==> config.mk <==
export PLATFORM = sky130hd
export DESIGN_NAME = rl_pwm_driver
export DESIGN_NICKNAME = d
export VERILOG_FILES = /design/src/rtl/rl_pkg.sv /design/src/rtl/rl_prescaler.sv /design/src/rtl/rl_pwm_driver.sv
export SDC_FILE = /design/constraint.sdc
export NUM_CORES = 1
export LEC_CHECK = 0
export ABC_AREA = 1
export CAP_MARGIN = 20
export CORE_ASPECT_RATIO = 0.75
export CORE_MARGIN = 2
export CORE_UTILIZATION = 30
export DETAILED_ROUTE_END_ITERATION = 8
export PLACE_DENSITY_LB_ADDON = 0.05
export SYNTH_ARGS = -nofsm -noshare
export SYNTH_HDL_FRONTEND = slang
export SYNTH_SLANG_ARGS = --single-unit
==> constraint.sdc <==
create_clock -name clk -period 1.6 [get_ports clk]
set_input_delay 0.16 -clock clk [delete_from_list [all_inputs] [get_ports clk]]
set_output_delay 0.16 -clock clk [all_outputs]
set_load 0.02 [all_outputs]
==> src/rtl/rl_pkg.sv <==
// Shared constants and types for the rate limiter / PWM driver chain.
package rl_pkg;
  localparam int DATA_W     = 6;
  localparam int PRESCALE_W = 4;
  localparam int PWM_MAX    = (1 << DATA_W) - 1;

  typedef logic [DATA_W-1:0]     level_t;
  typedef logic [PRESCALE_W-1:0] ps_t;
endpackage

==> src/rtl/rl_prescaler.sv <==
// Clock prescaler: one tick every (ps_shadow+1) clocks; the divide value is
// double-buffered and reloads on load (period boundary) or while disabled.
module rl_prescaler
  import rl_pkg::*;
(
  input  logic clk,
  input  logic rst,
  input  logic en,
  input  logic load,
  input  ps_t  prescale,
  output logic tick
);
  ps_t ps_shadow;
  ps_t pcnt;

  assign tick = en && (pcnt == ps_shadow);

  always_ff @(posedge clk or negedge rst) begin
    if (!rst) begin
      pcnt      <= '0;
      ps_shadow <= '0;
    end else if (!en) begin
      pcnt      <= '0;
      ps_shadow <= prescale;
    end else begin
      pcnt <= tick ? '0 : pcnt + 1'b1;
      if (load) ps_shadow <= prescale;
    end
  end
endmodule

==> src/rtl/rl_pwm_driver.sv <==
// PWM driver for the 6-bit rate limiter output. Duty/prescale are shadowed and
// swap only at period boundaries. Define RL_PWM_CENTER_ALIGN_EN for a
// centre-aligned (up/down, 126-tick) period instead of the 63-tick sawtooth.
module rl_pwm_driver
  import rl_pkg::*;
(
  input  logic   clk,
  input  logic   rst,
  input  logic   en,
  input  level_t duty_in,
  input  ps_t    prescale,
  output logic   pwm_out,
  output logic   period_start,
  output level_t duty_active
);
  localparam level_t CNT_TOP = level_t'(PWM_MAX - 1);

  logic   tick;
  logic   boundary;
  level_t cnt;

  rl_prescaler u_presc (
    .clk      (clk),
    .rst      (rst),
    .en       (en),
    .load     (boundary),
    .prescale (prescale),
    .tick     (tick)
  );

`ifdef RL_PWM_CENTER_ALIGN_EN
  logic dir_down;

  // Both end values are held for one extra tick while the direction flips.
  assign boundary = tick && dir_down && (cnt == '0);

  always_ff @(posedge clk or negedge rst) begin
    if (!rst) begin
      cnt      <= '0;
      dir_down <= 1'b0;
    end else if (!en) begin
      cnt      <= '0;
      dir_down <= 1'b0;
    end else if (tick) begin
      if (!dir_down) begin
        if (cnt == CNT_TOP) dir_down <= 1'b1;
        else                cnt      <= cnt + 1'b1;
      end else begin
        if (cnt == '0) dir_down <= 1'b0;
        else           cnt      <= cnt - 1'b1;
      end
    end
  end
`else
  assign boundary = tick && (cnt == CNT_TOP);

  always_ff @(posedge clk or negedge rst) begin
    if (!rst)          cnt <= '0;
    else if (!en)      cnt <= '0;
    else if (boundary) cnt <= '0;
    else if (tick)     cnt <= cnt + 1'b1;
  end
`endif

  // tick is gated by en, so a boundary coinciding with en=0 never fires here.
  always_ff @(posedge clk or negedge rst) begin
    if (!rst) begin
      pwm_out      <= 1'b0;
      period_start <= 1'b0;
      duty_active  <= '0;
    end else if (!en) begin
      pwm_out      <= 1'b0;
      period_start <= 1'b0;
      duty_active  <= duty_in;
    end else begin
      pwm_out      <= (cnt < duty_active);
      period_start <= boundary;
      if (boundary) duty_active <= duty_in;
    end
  end
endmodule

# After elaboration in Yosys (flattened, before gate mapping)
# Index checks and enable logic that the tools add are counted.
# W data, S select, Z words.
# classes
n_eq_ne,4
order_cmp,1
n_addsub,2
n_reduce_logical,2
muxes,11
# op_table
op,count
$mux W6,5
$mux W4,4
$add A6 B1 Y6 const B,1
$eq A6 B6 Y1 const B,1
$lt A6 B6 Y1,1
$add A4 B1 Y4 const B,1
$eq A4 B4 Y1,1
$ne A3 B1 Y1 const B,1
$logic_and A1 B1 Y1,2
$mux W1,2
$ne A2 B1 Y1 const B,1
# word_totals
input_bits,13
wordCells,26
output_inout_bits,8
ff_bits,22

# Logic depth before layout (Yosys ltp)
# Gate-level depths: netlist of the first run.
# depth
depth_word,5
depth_mapped,8
ltp_nobuf,8

# By module
# A second synthesis of the first run with hierarchy kept.
# unflattened
hier_cells,156
area_unflattened_um2,1267.5
# by_module_without_submodules
module,area_per_inst_um2,seq_area_each_um2,cells_per_inst,instances
rl_pwm_driver,812.0,350.3,97,1
rl_prescaler,455.4,200.2,59,1

# Worst setup path after synthesis of the first run
# OpenSTA, ideal clock, no wires.
# synth_path
path_type,register to register
start,reg cnt[0]
end,reg u_presc.ps_shadow[2]
path_slack_ps,306
t_arrival_ps,1177
path_buffers,1
setup_ps,117
period_less_slack_ps,1294
required_time_ps,1483
path_stages_with_launch,9
cell_sequence,dfrtp_1 inv_1 ha_1 nand4_1 nor2_1 nand3_2 buf_6 nand3_1 nand2_1
# synth_via
elab_chain_cells,3
# synth_rtl
item,line,source
from (decl),rl_pwm_driver.sv:20,level_t cnt;
from (signal assigned),rl_pwm_driver.sv:61,else if (tick) cnt <= cnt + 1'b1;
$eq A6 B6 Y1,rl_pwm_driver.sv:55,assign boundary = tick && (cnt == CNT_TOP);
$logic_and A1 B1 Y1,rl_pwm_driver.sv:55,
$ne A2 B1 Y1 (no source line),-,
to (signal assigned),rl_prescaler.sv:24,ps_shadow <= prescale;
to (signal assigned),rl_prescaler.sv:27,if (load) ps_shadow <= prescale;
to (decl),rl_prescaler.sv:13,ps_t ps_shadow;
# No other way between the ends.
# A chain may end at the register's enable or synchronous reset.

# Final worst setup path of the first run
# layout_path
start,reg duty_active[5]
end,out duty_active[5]
# layout_rtl
item,line,source
from (decl),rl_pwm_driver.sv:14,output level_t duty_active
from (signal assigned),rl_pwm_driver.sv:74,duty_active <= duty_in;
from (signal assigned),rl_pwm_driver.sv:78,if (boundary) duty_active <= duty_in;
# No word-level cell between the ends.

==> results.md, run 1 <==
* Mux cell area share after synthesis at 0%
* Global-route track usage on met2 at 21.0%
* Total CTS buffers at 3
* Adder-Cell Fraction of Synth Area at roughly 8.0%
* Design area at 1590 sq um
* Hold Path Class: in -> async
* First drt pass iteration count at 4
* Critical Path Fanout Max at 3
* Die H at 59.9 microns
* Core area at 4030 sq um
* Via count at 1047
* Status: completed
* Crit. End Element: primary output
* 1st-iter DRT viols at 25
* Area Overhead vs Synth at 26.7%
* Max Freq at 700 MHz
* Final slew viol count at 0
* Max IR drop VDD at 0.361 mV
* Clock-pin slew on the worst setup and hold paths at 0.08 ns
* Post-CTS Resized at 0
* Largest family of logic cells by synthesized area: simple AND/OR/NAND/NOR gates
* Largest net degree at the start of global routing at 23
* Xor and xnor area share after synthesis at 7.00%
* Initial antenna violation count at 0
* Post-DRT Antenna Nets at 0
* Net count after synthesis at ~170
* Synth area leader: dfrtp_1
* Postcts setup bufs at 0
* Die Wd at 78.6 microns
* Ant diodes at 0
* Number of library cell types mapped by synthesis at 19
* Ports at 21
* #FFs+latches synth at 22
* Vias in the first global route at 1031
* GR Util All Layers at between 10% and 20%
* Nets at roughly 200
* Worst Path Buf+Inv at 1
* Number of max-cap violations at 0
* Critical path cell sequence: clkdlybuf4s50_1
* Worst Setup Start Kind: register
* Ranking of synthesized cells by area: dfrtp_1, nand2_1, ha_1
* Worst slew pin tran at 0.281 ns
* Layout cells sized above 1 at 7.87%
* DP HPWL at 2.07 mm
* Post-synthesis instance area at 1250 sq um
* DR WL/cell at 11.5 microns
* Simple-gate share of the synthesized area at a little under a third
* Depth of the CTS H-tree at 1
* Tmin final at roughly 1.4 ns
* Yosys synthesis warning count at 0
* Arrival time worst endpoint at 1.27 ns
* Fin. Hold Viols at 0
* Grt ovf at 0
* Setup CP Type: reg -> out
* First-pass GRT wire length at 4.66 mm
* Initial Utilization at 31.1%
* Worst path slowest cell: clkdlybuf4s50_1
* Vias/cell at between 4 and 5
* GPL Wtd Cong at 0.803
* # fillers at 431
* Clock Tree Buf Depth at 2
* # setup viols final at 0
* Req. time, crit path at about 1.4 ns
* CTS root buf: clkbuf_8
* DRC at 0
* Syn Area/Cell at 8.18 sq um
* Unrepaired setup endpoints after global routing: false
* Crit path largest cell delay at between 0.6 and 0.7 ns
* GR Util met3 at 3.78%
* Met1 usage at ~17%
* Skew final at 0.00481 ns
* Die area at 4710 sq um
* Area after DPL at between 1500 and 2000 sq um
* Fin crit share at 89.3%
* Clk Latency, worst-skew pair at 0.26 ns
* Relative slew margins at between 80% and 90%
* Synth Area in Compound Gates at around 1.8%
* FP Rows at 20
* Top delay family on crit path: buffers and inverters
* Final WL at 2.69 mm
* Synth top area share at between 40% and 50%
* GR peak layer: met2
* Power per Cell Area at approximately 800 nW/um^2
* Setup_tns at 0 ns
* TritonCTS clock tree: built
* Post-Syn Instances at approximately 150
* CTS Hold Bufs at 0
* TritonCTS Sinks at 22
* Sequential element share of the synthesized area at 44.0%
* Count of input and output buffers at 20
* Leakage dissipation at 0.835 nW
==> synthesized netlist by cell type, drive strengths merged <==
cell    count
nand2      51
inv        19
nor3        2
dfrtp      22
a21boi      1
nand4       8
o21ai       1
ha          8
buf         3
nand3      15
xor2        6
a21oi       2
xnor2       4
nor2       11
==> state kept, by name, summed over array words and instances, names as in the netlist <==
| name | cells |
|---|---|
| pwm_out | 1 |
| cnt | 6 |
| duty_active | 6 |
| u_presc.ps_shadow | 4 |
| u_presc.pcnt | 4 |
| period_start | 1 |
==> cells by family (layout without fill, tap and decap cells) <==
family	Yosys count	after routing
and+or+nand+nor	87	87
DFF	22	22
buffers and inverters	22	47
xor gates and xnor gates	10	10
adders and majority gates	8	8
AOI/OAI and AO/OA	4	4
==> where the power goes <==
group	total [W]	internal, W	switching (W)
combinational	0.000274	0.000128	0.000146
clock	0.000346	0.000168	0.000178
sequential	0.000634	0.000594	0.0000405
==> placed cells by master, fill, tap and decap left out, drive strengths merged, types with 4 or more instances in the layout <==
cell type | netlist | routed
ha | 8 | 8
buf | 3 | 5
nor2 | 11 | 11
xnor2 | 4 | 4
clkdlybuf4s50 | 0 | 20
nand4 | 8 | 8
inv | 19 | 19
nand2 | 51 | 51
nand3 | 15 | 15
xor2 | 6 | 6
dfrtp | 22 | 22
==> routing by layer <==
metal | up-vias | part of all wire, % | routed length [microns]
li1 | 535 | - | -
met2 | 20 | 46 | 1240
met5 | - | 0 | 0
met4 | 0 | 1.0 | 27
met1 | 490 | 49 | 1320
met3 | 2 | 4.0 | 107
==> path summary, 6_finish.rpt <==
| path | start | endpoint | slack (ns) | cells past startpoint |
|---|---|---|---|---|
| setup / recovery | duty_active[5] | duty_active[5] | 0.17 | 1 |
| hold / removal | rst | period_start | 0.23 | 2 |
| setup reg to reg | cnt[1] | u_presc.ps_shadow[3] | 0.19 | 7 |
| hold reg to reg | duty_active[1] | duty_active[1] | 0.55 | 2 |
| max in group asynchronous | rst | cnt[4] | 1.14 | 2 |
| min in group clk | duty_in[1] | duty_active[1] | 0.42 | 3 |
==> area by class of cell <==
type	instances	area, sq um	area share, %
inverter	19	71.3	4.50
tap	55	68.8	4.34
timing repair buffer	25	250	15.8
multi-input combinational	109	603	38.0
sequential	22	551	34.7
clock buffer	3	41.3	2.60
==> through the flow <==
step / instances / hold slack (ns) / worst slack [ns] / utilization, % / power, W
2_1_floorplan: 153 / -0.136 / 0.306 / - / 0.000800
3_3_place_gp: 230 / 0.529 / 0.119 / 38.3 / 0.000919
3_5_place_dp: 230 / 0.530 / 0.114 / 38.3 / 0.000926
4_1_cts: 233 / 0.238 / 0.152 / 39.3 / 0.00128
5_1_grt: 233 / 0.255 / 0.0528 / 39.3 / 0.00133
6_report: 233 / 0.234 / 0.172 / 39.3 / 0.00125
Power figures use the tool's default switching activity.
==> run 2: changes to the inputs <==
ABC_AREA = not set   (was 1)
HOLD_SLACK_MARGIN = 0.1   (was not set)
==> run 2 against run 1 <==
  * Sequential cell count is the same
  * Power grew 1.6%
  * Clock-buffer cell count is the same
  * Routed wire length shrank 8.2%
  * Critical path depth grew 4
  * Non-clock buffer count grew 12
  * Clock skew shrank 0.0026 ns
  * Global-route usage shrank 0.38 points
  * Register-to-register slack lost 0.13 ns
  * Die area shrank 8.5%
  * First-iteration DRC count shrank 28%
  * Critical path type is now reg -> reg
==> results.md, run 2 <==
* Fin crit share at 96.5% (was 89.3%)
* Arrival time worst endpoint at 1.69 ns (was 1.27 ns)
* TritonCTS clock tree: built (unchanged)
* Top_reg_cell synth: dfrtp_1 (unchanged)
* Core area at 3640 sq um (was 4030 sq um)
* Internal at 0.000938 W (was 0.000890 W)
* Via count at 856 (was 1047)
* Fin. Hold Viols at 0 (unchanged)
* GPL Wtd Cong at 0.790 (was 0.803)
* 1st-iter DRT viols at 18 (was 25)
* Nets at 161 (was 201)
* Reg2reg path depth at 5 (was 7)
* Hold Path Class: in -> async (unchanged)
* Ant diodes at 0 (unchanged)
* Initial Utilization at 31.3% (was 31.1%)
* Setup CP Type: reg -> reg (was reg -> out)
* Sequential element share of the synthesized area at 48.4% (was 44.0%)
* Unrepaired setup endpoints after global routing: true (was false)
* Number of max-cap violations at 0 (unchanged)
* Req. time, crit path at 1.75 ns (was 1.44 ns)
* Clock-pin slew on the worst setup and hold paths at 0.08 ns (about the same)
* Vias in the first global route at 870 (was 1031)
* Post-synth EDFFs at 0 (unchanged)
* Die H at 57.4 microns (was 59.9 microns)
* Met1 usage at 18.6% (was 17.1%)
* #FFs+latches synth at 22 (unchanged)
* DP HPWL at 1.83 mm (was 2.07 mm)
* DR WL/cell at 13.0 microns (was 11.5 microns)
* Post-Syn Instances at 100 (was 153)
* Power per Cell Area at 777 nW/um^2 (was 791 nW/um^2)
* Total CTS buffers at 3 (unchanged)
* Clock Tree Buf Depth at 2 (unchanged)
* Area Overhead vs Synth at 44.1% (was 26.7%)
* Combinational share of power at 23.2% (was 21.8%)
* Post-synth top cells: dfrtp_1, mux2_2, ha_1, inv_1, nand2_1 (was nand2_1, dfrtp_1, inv_1, nand3_1, nor2_1)
* Global-route track usage on met2 at 18.3% (was 21.0%)
* Clk pwr share at 27.3% (was 27.6%)
* GR Util All Layers at 12.6% (was 13.0%)
* Top-count cell post-synth: dfrtp_1 (was nand2_1)
* Reported net switching power at 0.000337 W (was 0.000364 W)
* TritonCTS Sinks at 22 (unchanged)
* GR peak layer: met1 (was met2)
* Async SR Flop Fraction at 100% (unchanged)
* # fillers at 353 (was 431)
* First drt pass iteration count at 4 (unchanged)
* CTS root buf: clkbuf_8 (unchanged)
* Count of input and output buffers at 20 (unchanged)
* Crit. End Element: register (was primary output)
* Reg-to-Reg End: duty_active[3] (was u_presc.ps_shadow[3])
* Clk Latency, worst-skew pair at 0.26 ns (about the same)
* Synth top area share at 48.4% (was 44.0%)
* FP Rows at 19 (was 20)
* Status: completed (unchanged)
* Post-DRT Antenna Nets at 0 (unchanged)
* Setup_tns at 0 ns (unchanged)
* Max Freq at 648 MHz (was 700 MHz)
* Syn Area/Cell at 11.4 sq um (was 8.18 sq um)
* Reg2Reg Setup Slack at 0.06 ns (was 0.19 ns)
* Tmin final at 1.54 ns (was 1.43 ns)
* Synth area leader: dfrtp_1 (unchanged)
* Net Sw Frac at 26.4% (was 29.0%)
* # setup viols final at 0 (unchanged)
* FF-to-FF Start: u_presc.pcnt[1] (was cnt[1])
* Ports at 21 (unchanged)
* Sequential Area at 551 sq um (unchanged)
* Layout Cells excl Fill at 190 (was 233)
* Vias/cell at 4.51 (was 4.49)
* Leakage dissipation at 0.770 nW (was 0.835 nW)
* Worst slew pin tran at 0.294 ns (was 0.281 ns)
* Number of library cell types mapped by synthesis at 32 (was 19)
* Ranking of synthesized cells by area: dfrtp_1, mux2_2, ha_1 (was dfrtp_1, nand2_1, ha_1)
* Die Wd at 75.1 microns (was 78.6 microns)
* Final WL at 2.47 mm (was 2.69 mm)
* Critical Path Fanout Max at 7 (was 3)
* Max IR drop VDD at 0.371 mV (was 0.361 mV)
* Grt ovf at 0 (unchanged)
* Multi-input logic area at 614 sq um (was 603 sq um)
* Placed Instances at 185 (was 230)
* Die area at 4310 sq um (was 4710 sq um)
* Reg power frac at 49.5% (was 50.6%)
* Yosys synthesis warning count at 0 (unchanged)
* Depth of the CTS H-tree at 1 (unchanged)
* Most common cell after layout, fill and taps aside: dfrtp_1 (was nand2_1)
* GR Util met3 at 4.06% (was 3.78%)
* First-pass GRT wire length at 4.10 mm (was 4.66 mm)
* Worst Setup Start Kind: register (unchanged)
* Post-synthesis instance area at 1140 sq um (was 1250 sq um)
* Layout cells sized above 1 at 29.7% (was 7.87%)
* Relative slew margins at 80.4% (was 81.2%)
* Biggest regs: cnt (6), duty_active (6) (unchanged)
* Initial antenna violation count at 0 (unchanged)
* Fin util at 45.1% (was 39.3%)
* Net count after synthesis at 121 (was 174)
* Largest net degree at the start of global routing at 23 (unchanged)
* Final slew viol count at 0 (unchanged)
* Commonest cells after routing, fill and taps aside: dfrtp_1, clkdlybuf4s50_1, buf_4, nand2_1 (was nand2_1, dfrtp_1, clkdlybuf4s50_1, inv_1, nand3_1)
* DRC at 0 (unchanged)
* Skew final at 0.00223 ns (was 0.00481 ns)
## run 2: cell count changes in the layout (fill, tap and decap cells not counted), moves of 3 or more
cell	delta
nand2_1	-41
mux2_2	+3
nand4_1	-8
nand3_1	-13
a21oi_1	+5
inv_1	-11
xnor2_2	+4
buf_4	+11
mux2_4	+7
nor2_1	-6
xnor2_1	-3
xor2_1	-5
## run 2: final cells by class
| type | count | area share [%] |
|---|---|---|
| Tap cell | 52 | 3.97 |
| Inverter | 8 | 1.83 |
| Sequential cell | 22 | 33.6 |
| Clock buffer | 3 | 2.52 |
| Multi-Input combinational cell | 68 | 37.5 |
| Timing Repair Buffer | 37 | 20.7 |
## run 2: power groups by stage
stage	clock network, W	registers (W)	logic, W
4_1_cts	0.000363	0.000626	0.000267
6_report	0.000348	0.000631	0.000296
3_5_place_dp	0	0.000636	0.000263
2_1_floorplan	0	0.000654	0.000108
3_3_place_gp	0	0.000636	0.000260
5_1_grt	0.000383	0.000638	0.000321
## run 2: worst max path at each step
stage | start | end | cells past startpoint
6_report | u_presc.pcnt[1] | duty_active[3] | 5
5_1_grt | cnt[1] | u_presc.ps_shadow[3] | 5
4_1_cts | u_presc.pcnt[0] | duty_active[2] | 5
3_5_place_dp | u_presc.pcnt[3] | duty_active[2] | 5
3_3_place_gp | cnt[1] | pwm_out | 4
2_1_floorplan | cnt[0] | duty_active[0] | 5
## run 2: cell families (layout without fill, tap and decap cells)
kind of cell,Yosys count,after routing,synth area share (%)
flops,22,22,48.4
fa+ha+maj,8,8,8.79
buf+inv,10,48,3.41
xor+xnor,6,6,4.62
compound gates,17,17,10.3
mux,10,10,9.89
simple gates,27,27,14.6
## run 2: repair_timing
action / in CTS / in global routing
resized for setup: 3 / 16
setup buffers: 0 / 2
pin swaps: 2 / 3
endpoints found under the setup margin: 9 / 14
hold buffers: 0 / 0
gates cloned: 0 / 0
## run 2: worst max-delay path, stage by stage (launching register included)
cell	delay, ns
dfrtp_1	0.41
xnor2_2	0.18
nand4_2	0.18
o21ai_4	0.20
buf_8	0.16
mux2_4	0.30
## run 2: routing by layer
layer  vias up  routed length (microns)  share of wire, %
li1        425                        -                 -
met1       407                     1280                52
met2        22                     1060                43
met3         2                      118               4.8
met4         0                       19              0.77
met5         -                        0                 0
## run 2: per-stage QoR
step / setup slack, ns / area, sq um / hold slack, ns / power (W)
final: 0.0563 / 1640 / 0.246 / 0.00127
after global routing: -0.0148 / 1640 / 0.299 / 0.00134
after floorplan: 0.0402 / 1140 / -0.136 / 0.000762
after global placement: -0.0229 / 1510 / 0.515 / 0.000896
after CTS: 0.0171 / 1560 / 0.258 / 0.00126
after detailed placement: -0.0114 / 1510 / 0.518 / 0.000899
